--- config.mk ---
export PLATFORM = sky130hd
export DESIGN_NAME = split_multiple_in_branch_dec
export DESIGN_NICKNAME = d
export VERILOG_FILES = /design/src/rtl/split_dec_pkg.sv /design/src/rtl/split_dec_pipe_stage.sv /design/src/rtl/split_multiple_in_branch_dec.sv
export SDC_FILE = /design/constraint.sdc
export NUM_CORES = 1
export LEC_CHECK = 0
export BUFFER_PORTS_ARGS = -buffer_cell sky130_fd_sc_hd__buf_2
export CORE_ASPECT_RATIO = 1.4
export CORE_MARGIN = 2
export CORE_UTILIZATION = 45
export DETAILED_ROUTE_END_ITERATION = 7
export PLACE_DENSITY_LB_ADDON = 0.25
export SLEW_MARGIN = 20
export SYNTH_ARGS = -nofsm -noshare
export SYNTH_HDL_FRONTEND = slang
export SYNTH_SLANG_ARGS = --single-unit
--- constraint.sdc ---
create_clock -name clk_j -period 3.3 [get_ports clk_j]
set_input_delay 0.33 -clock clk_j [delete_from_list [all_inputs] [get_ports clk_j]]
set_output_delay 0.33 -clock clk_j [all_outputs]
set_load 0.005 [all_outputs]
--- src/rtl/split_dec_pkg.sv ---
// rtl/split_dec_pkg.sv - shared constants, stage payload type and branch decode helper
package split_dec_pkg;

   localparam int DATA_W = 8;
   localparam logic [DATA_W-1:0] INV3 = 8'hAB;

   typedef struct packed {
      logic              cond;
      logic [DATA_W-1:0] x;
      logic [DATA_W-1:0] y;
   } stage_word_t;

   // Undo the encoder's conditioned branch; the result reuses x/y as the recovered a/b.
   function automatic stage_word_t decode_word(input stage_word_t w);
      stage_word_t d;
      d.cond = w.cond;
      if (w.cond) begin
         d.x = w.x * INV3;
         d.y = w.y - 8'd1;
      end else begin
         d.x = w.x;
         d.y = w.y;
      end
      return d;
   endfunction

endpackage

--- src/rtl/split_dec_pipe_stage.sv ---
// rtl/split_dec_pipe_stage.sv - one valid/payload pipeline register
import split_dec_pkg::*;

module split_dec_pipe_stage (
   input  logic        clk,
   input  logic        rst_n,
   input  logic        advance,
   input  logic        in_valid,
   input  stage_word_t in_word,
   output logic        valid,
   output stage_word_t word
);

   // Payload only moves with a real word so a held output stays stable across bubbles.
   always_ff @(posedge clk or negedge rst_n) begin
      if (!rst_n) begin
         valid <= 1'b0;
         word  <= '0;
      end else if (advance) begin
         valid <= in_valid;
         if (in_valid) begin
            word <= in_word;
         end
      end
   end

endmodule

--- src/rtl/split_multiple_in_branch_dec.sv ---
// rtl/split_multiple_in_branch_dec.sv - two-stage branch decoder with valid/ready flow control
import split_dec_pkg::*;

module split_multiple_in_branch_dec #(
   parameter int CNT_W = 16
) (
   input  logic              clk_j,
   input  logic              rst_n_j,
   input  logic              in_valid_j,
   output logic              in_ready_j,
   input  logic              condition_j,
   input  logic [DATA_W-1:0] enc_x_j,
   input  logic [DATA_W-1:0] enc_y_j,
   output logic              out_valid_j,
   input  logic              out_ready_j,
   output logic [DATA_W-1:0] dec_a_j,
   output logic [DATA_W-1:0] dec_b_j,
   output logic              dec_cond_j,
   output logic [CNT_W-1:0]  cond_cnt_j
);

   logic        s1_valid;
   logic        s2_valid;
   logic        s1_adv;
   logic        s2_adv;
   stage_word_t s1_in;
   stage_word_t s1_word;
   stage_word_t s2_in;
   stage_word_t s2_word;

   always_comb begin
      s2_adv     = !s2_valid || out_ready_j;
      s1_adv     = !s1_valid || s2_adv;
      in_ready_j = s1_adv;
      s1_in      = '{cond: condition_j, x: enc_x_j, y: enc_y_j};
      s2_in      = decode_word(s1_word);
   end

   split_dec_pipe_stage u_s1 (
      .clk      (clk_j),
      .rst_n    (rst_n_j),
      .advance  (s1_adv),
      .in_valid (in_valid_j),
      .in_word  (s1_in),
      .valid    (s1_valid),
      .word     (s1_word)
   );

   split_dec_pipe_stage u_s2 (
      .clk      (clk_j),
      .rst_n    (rst_n_j),
      .advance  (s2_adv),
      .in_valid (s1_valid),
      .in_word  (s2_in),
      .valid    (s2_valid),
      .word     (s2_word)
   );

   assign out_valid_j = s2_valid;
   assign dec_a_j     = s2_word.x;
   assign dec_b_j     = s2_word.y;
   assign dec_cond_j  = s2_word.cond;

   always_ff @(posedge clk_j or negedge rst_n_j) begin
      if (!rst_n_j) begin
         cond_cnt_j <= '0;
      end else if (out_valid_j && out_ready_j && dec_cond_j && (cond_cnt_j != '1)) begin
         cond_cnt_j <= cond_cnt_j + 1'b1;
      end
   end

endmodule
==> results.json <==
{
  "synth-edff-count": 0,
  "crit_chain": "ha_1 > ha_1 > fa_1 > inv_1 > fa_1 > nor2b_1 > o21ai_0 > nor3b_1 > mux2i_1 > nand2_1",
  "critPathBufInv": 1,
  "yosys_warnings": 0,
  "syn_area_per_cell_sq_um": 10.95,
  "drv_cap": 0,
  "htree_levels": 2,
  "met1_usage_pct": 19.27,
  "portBuffers": 55,
  "cp_top_family": "adder cells",
  "min_period_ns": 2.816,
  "final_antenna_net_count": 0,
  "yosysMostFrequentCell": "dfrtp_1",
  "ys_top_cells_by_count": "dfrtp_1 (52), nand2_1 (28)",
  "placed_area_sq_um": 3122,
  "dp_hpwl_um": 3929,
  "yosys.area_share.simple_pct": 13.63,
  "finClkSkew_ns": 0.009032,
  "diodes": 0,
  "setup_violations": 0,
  "synth.cell_area_sq_um": 2771,
  "synth_xor_area_share_pct": 8.217,
  "rows": 33,
  "die_area_sq_um": 6811,
  "syn_inst": 253,
  "clk_latency_ns": 0.31,
  "placeableCoreArea_sq_um": 5904,
  "synth_cell_types": 34,
  "grt_use_met2_pct": 27.29,
  "postCtsHoldBufs": 0,
  "antenna_found_initial": 0,
  "clockBufferDepth": 2,
  "synth_ff_type": "dfrtp_1",
  "endpoint_kind": "flop",
  "finalHoldViolCount": 0,
  "drive_gt1_share_pct": 28.85,
  "cts_tree": "done",
  "ys_top_cells_by_area": "dfrtp_1 (47%), ha_1 (8.6%), mux2_2 (7.7%), xnor2_1 (6.0%), nand2_1 (3.8%)",
  "wire_per_inst_um": 13.32,
  "finalInstanceArea_sq_um": 3259,
  "slew_viol_final": 0,
  "timing.final.crit_share_pct": 85.35,
  "clock-sinks": 52,
  "synth_top_family_by_area": "simple AND/OR/NAND/NOR gates",
  "cp_slowest_cell": "fa_1",
  "cts_made_buffers": 5,
  "post-route-drc-count": 0,
  "tightest_slew_ns": 0.8363,
  "hp-class": "input pin to asynchronous set/reset pin",
  "yosysSeqAreaShare_pct": 46.95,
  "path_clk_slew_ns": 0.09,
  "async_reset_ff_share_pct": 100.0,
  "finalNetCount": 356,
  "crit_fanout": 5,
  "yosys-mux-area-fraction_pct": 10.61,
  "fill_cells": 535,
  "peakVddDrop_v": 0.0004049,
  "place_congestion": 0.8569,
  "yosys.area.top_type": "dfrtp_1",
  "cts_setup_buffers": 0,
  "finalNonFillerCells": 382,
  "start_kind": "flop",
  "rsz0062_at_grt": "false",
  "drtIter0Drc": 65,
  "synthAdderAreaFrac_pct": 12.19,
  "cp.arrival_ns": 3.01,
  "grt_max_degree": 34,
  "cts_resized": 0,
  "pin_count": 56,
  "fmax_mhz": 355.1,
  "power.density_nw_per_um2": 660.2,
  "vias": 1950,
  "die_h_um": 96.86,
  "root_buffer": "clkbuf_8",
  "ys_ff_latch": 52,
  "worstSetupPathType": "flop to flop",
  "grt.busiest_layer": "met2",
  "max_stage_delay_ns": 0.56,
  "use_met3_pct": 3.125,
  "grt_pass1_vias": 1963,
  "die_w_um": 70.33,
  "synth_compound_area_share_pct": 5.102,
  "synthesis.nets": 298,
  "start_util_pct": 46.94,
  "drt_first_pass_iters": 4,
  "synth_top_area_share_pct": 46.95,
  "max_slew_margin_pct": 44.11,
  "area.growth.synth_to_final_pct": 17.61,
  "status": "completed",
  "gr-total-overflow": 0,
  "cp.required_ns": 3.50,
  "grt_first_pass_wirelength_um": 8763,
  "place_inst": 374,
  "p_leak_nw": 1.573,
  "avgViaCountPerCell": 5.105,
  "tns_ns": 0,
  "routed_wl_um": 5090,
  "grtUsageTotal_pct": 15.70
}
cell type report:
| class | count | area (sq um) | share of cell area (%) |
|---|---|---|---|
| tap | 70 | 87.58 | 2.687 |
| clock inverter | 3 | 68.82 | 2.111 |
| inverter | 19 | 71.32 | 2.188 |
| clock buffer | 5 | 68.82 | 2.111 |
| sequential | 52 | 1301 | 39.92 |
| multi-input combinational | 177 | 1379 | 42.30 |
| timing repair buffer | 56 | 282.8 | 8.676 |
placed cells by master (no fill, tap or decap), types with 2 or more instances in the layout:
cell type | synthesis | layout
a21oi_1 | 9 | 9
buf_2 | 1 | 55
bufinv_16 | 0 | 2
clkbuf_8 | 0 | 5
dfrtp_1 | 52 | 52
fa_1 | 5 | 5
ha_1 | 19 | 19
inv_1 | 19 | 19
mux2_2 | 19 | 19
mux2i_1 | 8 | 8
nand2_1 | 28 | 28
nand2b_1 | 4 | 4
nand3_1 | 8 | 8
nand3_2 | 2 | 2
nand4_1 | 3 | 3
nor2_1 | 10 | 10
nor3_1 | 6 | 6
nor3b_1 | 2 | 2
o21ai_0 | 15 | 15
xnor2_1 | 19 | 19
xor2_1 | 7 | 7
state kept, by name, summed over array words and instances, names as in the netlist:
name / count
u_s1.word: 17
cond_cnt_j: 16
u_s2.valid: 1
u_s2.word: 17
u_s1.valid: 1
metal layers:
layer	vias to the layer above	part of all wire, %
li1	970	-
met1	928	44
met2	45	49
met3	7	4.5
met4	0	1.6
met5	-	0
where the power goes:
part           total [mW]  internal [mW]  switching [mW]
registers           0.887          0.765           0.122
clock network       0.522          0.305           0.217
logic               0.742          0.391           0.351
total                2.15           1.46           0.690
worst paths after layout:
check,start,to,slack [ns],depth (start not counted)
setup / recovery,u_s1.word[11]$_DFFE_PN0P_,u_s2.word[15]$_DFFE_PN0P_,0.48,10
max in group asynchronous,rst_n_j,u_s1.word[8]$_DFFE_PN0P_,2.48,2
setup reg to reg,u_s1.word[11]$_DFFE_PN0P_,u_s2.word[15]$_DFFE_PN0P_,0.48,10
min in group clk_j,in_valid_j,u_s1.valid$_DFFE_PN0N_,0.22,2
hold / removal,rst_n_j,cond_cnt_j[4]$_DFFE_PN0P_,0.06,1
hold reg to reg,u_s2.word[9]$_DFFE_PN0P_,u_s2.word[9]$_DFFE_PN0P_,0.48,2
cell families (layout without fill, tap and decap cells):
logic type | count (synthesis) | after routing
DFF | 52 | 52
and+or+nand+nor | 73 | 73
muxes | 27 | 27
xor gates and xnor gates | 26 | 26
AOI/OAI and AO/OA | 27 | 27
adders and majority gates | 24 | 24
buffers and inverters | 24 | 83
stage by stage:
step | power (mW) | worst slack, ns | hold WS [ns] | util, %
floorplan | 1.416 | 0.6488 | 0.03441 | -
global placement | 1.639 | 0.5668 | 0.4375 | 52.87
detailed placement | 1.660 | 0.4925 | 0.4363 | 52.87
CTS | 2.186 | 0.4735 | 0.09570 | 55.20
global route | 2.338 | 0.2623 | 0.1145 | 55.20
finish | 2.152 | 0.4836 | 0.05621 | 55.20
Power figures use the tool's default switching activity.
